`src/rtl/gpio_in_conditioner.sv`:
```
// GPIO input conditioner: two-flop pad synchronizer, per-bit tick-based debounce
// with bypass/output-direction pass-through, and registered-level edge pulses.
module gpio_in_conditioner #(
    parameter int WIDTH        = 21,
    parameter int TICK_DIV     = 5000,
    parameter int STABLE_TICKS = 4
) (
    input  logic             clk,
    input  logic             rst_n,
    input  logic             bypass_i,
    input  logic [WIDTH-1:0] gpio_pad_i,
    input  logic [WIDTH-1:0] gpio_dir_i,
    output logic [WIDTH-1:0] gpio_in_o,
    output logic [WIDTH-1:0] rise_o,
    output logic [WIDTH-1:0] fall_o
);

    localparam int PW = $clog2(TICK_DIV);
    localparam int CW = $clog2(STABLE_TICKS + 1);
    localparam logic [PW-1:0] PRESC_LAST = PW'(TICK_DIV - 1);
    localparam logic [CW-1:0] CNT_LAST   = CW'(STABLE_TICKS - 1);

    logic [WIDTH-1:0] r_sync_1;
    logic [WIDTH-1:0] r_sync_q;
    logic [WIDTH-1:0] r_out_q;
    logic [WIDTH-1:0] r_prev_q;
    logic [CW-1:0]    r_cnt [WIDTH];
    logic [PW-1:0]    r_presc;

    logic             w_tick;
    logic [WIDTH-1:0] w_pass;

    assign w_tick = (r_presc == PRESC_LAST);
    assign w_pass = {WIDTH{bypass_i}} | gpio_dir_i;

    // Plain flop pair, nothing in between, so the tool can treat it as a synchronizer.
    // NOTE: sequential state uses non-blocking assignments so every flop samples pre-edge values.
    always_ff @(posedge clk or negedge rst_n) begin
        if (!rst_n) begin
            r_sync_1 <= '0;
            r_sync_q <= '0;
        end else begin
            r_sync_1 <= gpio_pad_i;
            r_sync_q <= r_sync_1;
        end
    end

    // Free-running sample prescaler, independent of mode.
    always_ff @(posedge clk or negedge rst_n) begin
        if (!rst_n) begin
            r_presc <= '0;
        end else if (w_tick) begin
            r_presc <= '0;
        end else begin
            r_presc <= r_presc + PW'(1);
        end
    end

    // NOTE: the counter array is reset explicitly; a pending change must not survive reset.
    always_ff @(posedge clk or negedge rst_n) begin
        if (!rst_n) begin
            r_out_q  <= '0;
            r_prev_q <= '0;
            for (int b = 0; b < WIDTH; b++) begin
                r_cnt[b] <= '0;
            end
        end else begin
            r_prev_q <= r_out_q;
            for (int b = 0; b < WIDTH; b++) begin
                if (w_pass[b]) begin
                    r_out_q[b] <= r_sync_q[b];
                    r_cnt[b]   <= '0;
                end else if (w_tick) begin
                    if (r_sync_q[b] == r_out_q[b]) begin
                        r_cnt[b] <= '0;
                    end else if (r_cnt[b] == CNT_LAST) begin
                        r_out_q[b] <= r_sync_q[b];
                        r_cnt[b]   <= '0;
                    end else begin
                        r_cnt[b] <= r_cnt[b] + CW'(1);
                    end
                end
            end
        end
    end

    assign gpio_in_o = r_out_q;
    assign rise_o    = r_out_q & ~r_prev_q;
    assign fall_o    = ~r_out_q & r_prev_q;

endmodule

```
`config.mk`:
```
export PLATFORM = sky130hd
export DESIGN_NAME = gpio_in_conditioner
export DESIGN_NICKNAME = d
export VERILOG_FILES = /design/src/rtl/gpio_in_conditioner.sv
export SDC_FILE = /design/constraint.sdc
export NUM_CORES = 1
export LEC_CHECK = 0
export BUFFER_PORTS_ARGS = -buffer_cell sky130_fd_sc_hd__buf_2
export CORE_ASPECT_RATIO = 1.25
export CORE_UTILIZATION = 56
export DETAILED_ROUTE_END_ITERATION = 8
export PLACE_DENSITY_LB_ADDON = 0.08
export SLEW_MARGIN = 20
export SYNTH_ARGS = -nofsm -noshare
export SYNTH_HDL_FRONTEND = slang
export SYNTH_SLANG_ARGS = --single-unit
export TNS_END_PERCENT = 30
```
`constraint.sdc`:
```
create_clock -name clk -period 2.67 [get_ports clk]
set_input_delay 0.534 -clock clk [delete_from_list [all_inputs] [get_ports clk]]
set_output_delay 0.534 -clock clk [all_outputs]
set_load 0.03 [all_outputs]
```
# [Word level (Yosys, flattened, before mapping)]
# Cells that the tools add are included.
[word_totals] word_cells=369 regBits=160 output_inout_bits=63 in_bits=45
[classes] n_reduce_logical=63 mux=169 bitwise=5 add_sub_neg=22 eq_ne=64
[op_table] operator="two-way mux 3 bit" n=84
[op_table] operator="two-way mux 1 bit" n=84
[op_table] operator="nonzero test 2 bit" n=42
[op_table] operator="adder 3 x 1 -> 3 bit (second input constant)" n=21
[op_table] operator="equality test 3 x 2 -> 1 bit (second input constant)" n=21
[op_table] operator="AND reduction 3 bit" n=21
[op_table] operator="AND 21 bit" n=2
[op_table] operator="!= test 2 bit (second input constant)" n=21
[op_table] operator="NOT 21 bit" n=2
[op_table] operator="equality test 1 bit" n=21
[op_table] operator="bitwise OR 21 bit" n=1
[op_table] operator="adder 13 x 1 -> 13 bit (second input constant)" n=1
[op_table] operator="equality test 13 bit (second input constant)" n=1
[op_table] operator="two-way mux 13 bit" n=1

# [Depth between registers and ports, before layout]
[depth] ltp_word=5 ltp_mapped=8 ltp_nobuf=5

# [Worst setup path before layout]
# OpenSTA, ideal clock, no wires.
[synth_path] kind="reg2reg" from="register r_presc[0]" to="register r_out_q[10] (netlist: gpio_in_o[10])" path_stages_with_launch=8 path_buffers=2 arrival_time_ns=1.747 period_less_slack_ns=1.872 setup_time_ns=0.125 setup_slack_ns=0.798 t_required_ns=2.545 path_cell_list="dfrtp_1 ha_1 and3_1 and4_1 buf_4 buf_4 a21boi_0 mux2_2"
[synth_via] elab_chain_cells=3
[synth_lines] element="start, declared" line_no="28" text="logic [PW-1:0] r_presc;"
[synth_lines] element="start signal, assigned" line_no="55" text="r_presc <= r_presc + PW'(1);"
[synth_lines] element="equality test 13 bit" line_no="33" text="assign w_tick = (r_presc == PRESC_LAST);"
[synth_lines] element="nonzero test 2 bit (no line)"
[synth_lines] element="AND reduction 3 bit (no line)"
[synth_lines] element="end signal, assigned by index" line_no="71" text="r_out_q[b] <= r_sync_q[b];"
[synth_lines] element="end signal, assigned by index" line_no="77" text="r_out_q[b] <= r_sync_q[b];"
[synth_lines] element="end, declared" line_no="25" text="logic [WIDTH-1:0] r_out_q;"
# No other way between the ends.
# A chain may end at the register's enable or synchronous reset.

# [Worst setup path after layout]
[layout_path] from="register r_presc[3]" to="register r_out_q[9] (netlist: gpio_in_o[9])"
# Same word-level chain as after synthesis.

==> impl_metrics.yaml <==
status:
  outcome: "finished, final reports clean"
critical_path:
  cp-end-kind: "register"
  path_max_fanout: 47
  r2r_slack_ps: 570
  reg2reg_from: "r_presc[3]$_DFF_PN0_"
  critical_path_required_ps: 2970
  cp-start-kind: "register"
  crit_arrival_ps: 2400
  crit_start: "r_presc[3]$_DFF_PN0_"
  r2r_end: "gpio_in_o[9]$_DFFE_PN0P_"
  crit_type: "reg -> reg"
  r2r_cells: 5
pwr:
  p_per_area_nw_per_um2: 676
  p_leak_uw: 0.00382
  vdd_ir_drop_max_uv: 445
timing:
  setup_viol: 0
  clock_skew_ps: 8.67
  hold_slack_ps: 127
  worst_slew_pin_slew_ps: 705
  max_slew_margin: 0.530
  finalCritPeriodShare: 0.787
  final-hold-violation-count: 0
  drv_slew: 0
  fmax_mhz: 476
  rsz0062_at_grt: "no"
  final.setup.tns_ps: 0
  period_minus_slack_ps: 2100
synthesis:
  synth_common_cells: "160 x dfrtp_1, 60 x nor2b_1, 38 x nand2_1"
  async_reset_ff_frac: 1.00
  synth_area_per_cell_sq_um: 11.8
  synth_most_common_cell: "dfrtp_1"
  yosysWarnings: 0
  synth_top_cell_by_area: "dfrtp_1"
  ys_types: 37
  synth_nets: 635
  synth-seq-cells: 160
  synth-edff-count: 0
  synth_ff_type: "dfrtp_1"
  syn_area_sq_um: 6700
  yosysSeqAreaShare: 0.597
  synth_top_area_share: 0.597
  synth.area.top_cells: "dfrtp_1 60%, nor2b_1 5.6%, ha_1 4.1%"
  syn_inst: 568
placement:
  routabilityCongestion: 0.738
  dpl_cell_area_sq_um: 7450
  port_buffers: 107
  place.detailed.hpwl_mm: 8.00
worst_hold_path:
  hold_path_class: "in -> async"
layout:
  syn_to_final_growth_pct: 19.7
  diodes: 0
  utilization: 0.691
  drive_gt1_frac: 0.244
  nets: 752
  fin_area_sq_um: 8020
cts:
  cts_setup_buffers: 0
  numCtsBuffers: 17
  clock_path_buffers: 2
  cts-root-buf: "clkbuf_16"
  clk_pin_slew_ps: 60
  htreeDepth: 4
  cts_resized: 0
  cts.sinks: 160
  clk_latency_ps: 410
  tritoncts: "yes"
  hold_buffers: 0
routing:
  vias: 4550
  drcViolationCount: 0
  routedWlPerCell_microns: 14.0
  dr.pass1.iters: 4
  drtAntennaViolNets: 0
  drtIter0Drc: 224
  finalWirelength_mm: 12.0
  vias_per_cell: 5.30
job:
  drv_cap: 0
floorplanning:
  rows: 44
  core_area_sq_um: 11600
  dieArea_sq_um: 12400
  die_x_microns: 99.9
  pin_count: 108
  chipHeight_microns: 124
  initial_utilization: 0.577
global_route:
  grt_overflow: 0
  grt_pass1_wl_mm: 20.9
  track_usage: 0.212
  antenna_found_initial: 0
  grt_pass1_vias: 4726
  grt_max_degree: 77
-- cell type report --
type	instances	area (sq um)
clock buffer	21	460
clock inverter	10	113
fill	865	3590
inverter	1	3.75
multi-input combinational	391	2610
sequential	160	4000
tap	161	201
timing repair buffer	114	632
-- critical path, stage by stage, from the launching register on --
cell and delay, ps:
dfrtp_1 450, nor4_4 320, and4_2 460, buf_12 260
a211o_1 160, mux2_2 330
-- routing by layer --
metal  track usage  share of wire
met5             0              0
met4        0.0666          0.014
met3        0.0488          0.033
met1         0.262           0.44
met2         0.367           0.52
-- placed cells by master, fill, tap and decap left out, drive strengths merged, types with 3 or more instances in the layout --
cell    count
nand4      10
nand2b      9
a211o       3
o21ai      37
buf       114
a21boi     37
clkbuf     21
dfrtp     160
clkinv      6
xor2        5
and3       22
nand3b     14
nand3      30
or4         3
nor2       37
nand2      38
mux2       22
xnor2      24
nor2b      60
ha         22
-- how the worst max path moves through the flow --
stage	endpoint	slack [ps]	cells after the start
finish	gpio_in_o[9]$_DFFE_PN0P_	570	5
global placement	gpio_in_o[9]$_DFFE_PN0P_	600	5
CTS	gpio_in_o[9]$_DFFE_PN0P_	550	5
global route	gpio_in_o[9]$_DFFE_PN0P_	440	6
floorplan	gpio_in_o[10]$_DFFE_PN0P_	800	7
detailed placement	gpio_in_o[9]$_DFFE_PN0P_	570	5
-- kinds of logic (layout without fill, tap and decap cells) --
logic type | count (synthesis) | count (layout) | share of synthesized area
adder cells (fa/ha/maj) | 22 | 22 | 0.0411
multiplexers | 22 | 22 | 0.0370
buffers and inverters | 17 | 146 | 0.0138
AO/OA/AOI/OAI | 84 | 84 | 0.0805
AND/OR/NAND/NOR | 234 | 234 | 0.192
flip-flops | 160 | 160 | 0.597
XOR/XNOR | 29 | 29 | 0.0379
-- stage by stage --
stage | worst slack (ps) | std cells | power, uW
after global placement | 603 | 827 | 3140
after CTS | 551 | 858 | 5500
after global routing | 443 | 858 | 5650
after detailed placement | 572 | 827 | 3160
final | 570 | 858 | 5420
after floorplan | 798 | 568 | 2940
-- state kept, by name (all words and copies together), names as in the netlist --
signal,count
r_cnt,63
gpio_in_o,21
r_prev_q,21
r_sync_1,21
r_sync_q,21
r_presc,13
-- power by group --
group | internal, uW | switching [uW] | total, uW
clock network | 1420 | 900 | 2320
registers | 2510 | 72.4 | 2580
logic | 186 | 339 | 524
Note: power is estimated with default switching activity, not from simulation.
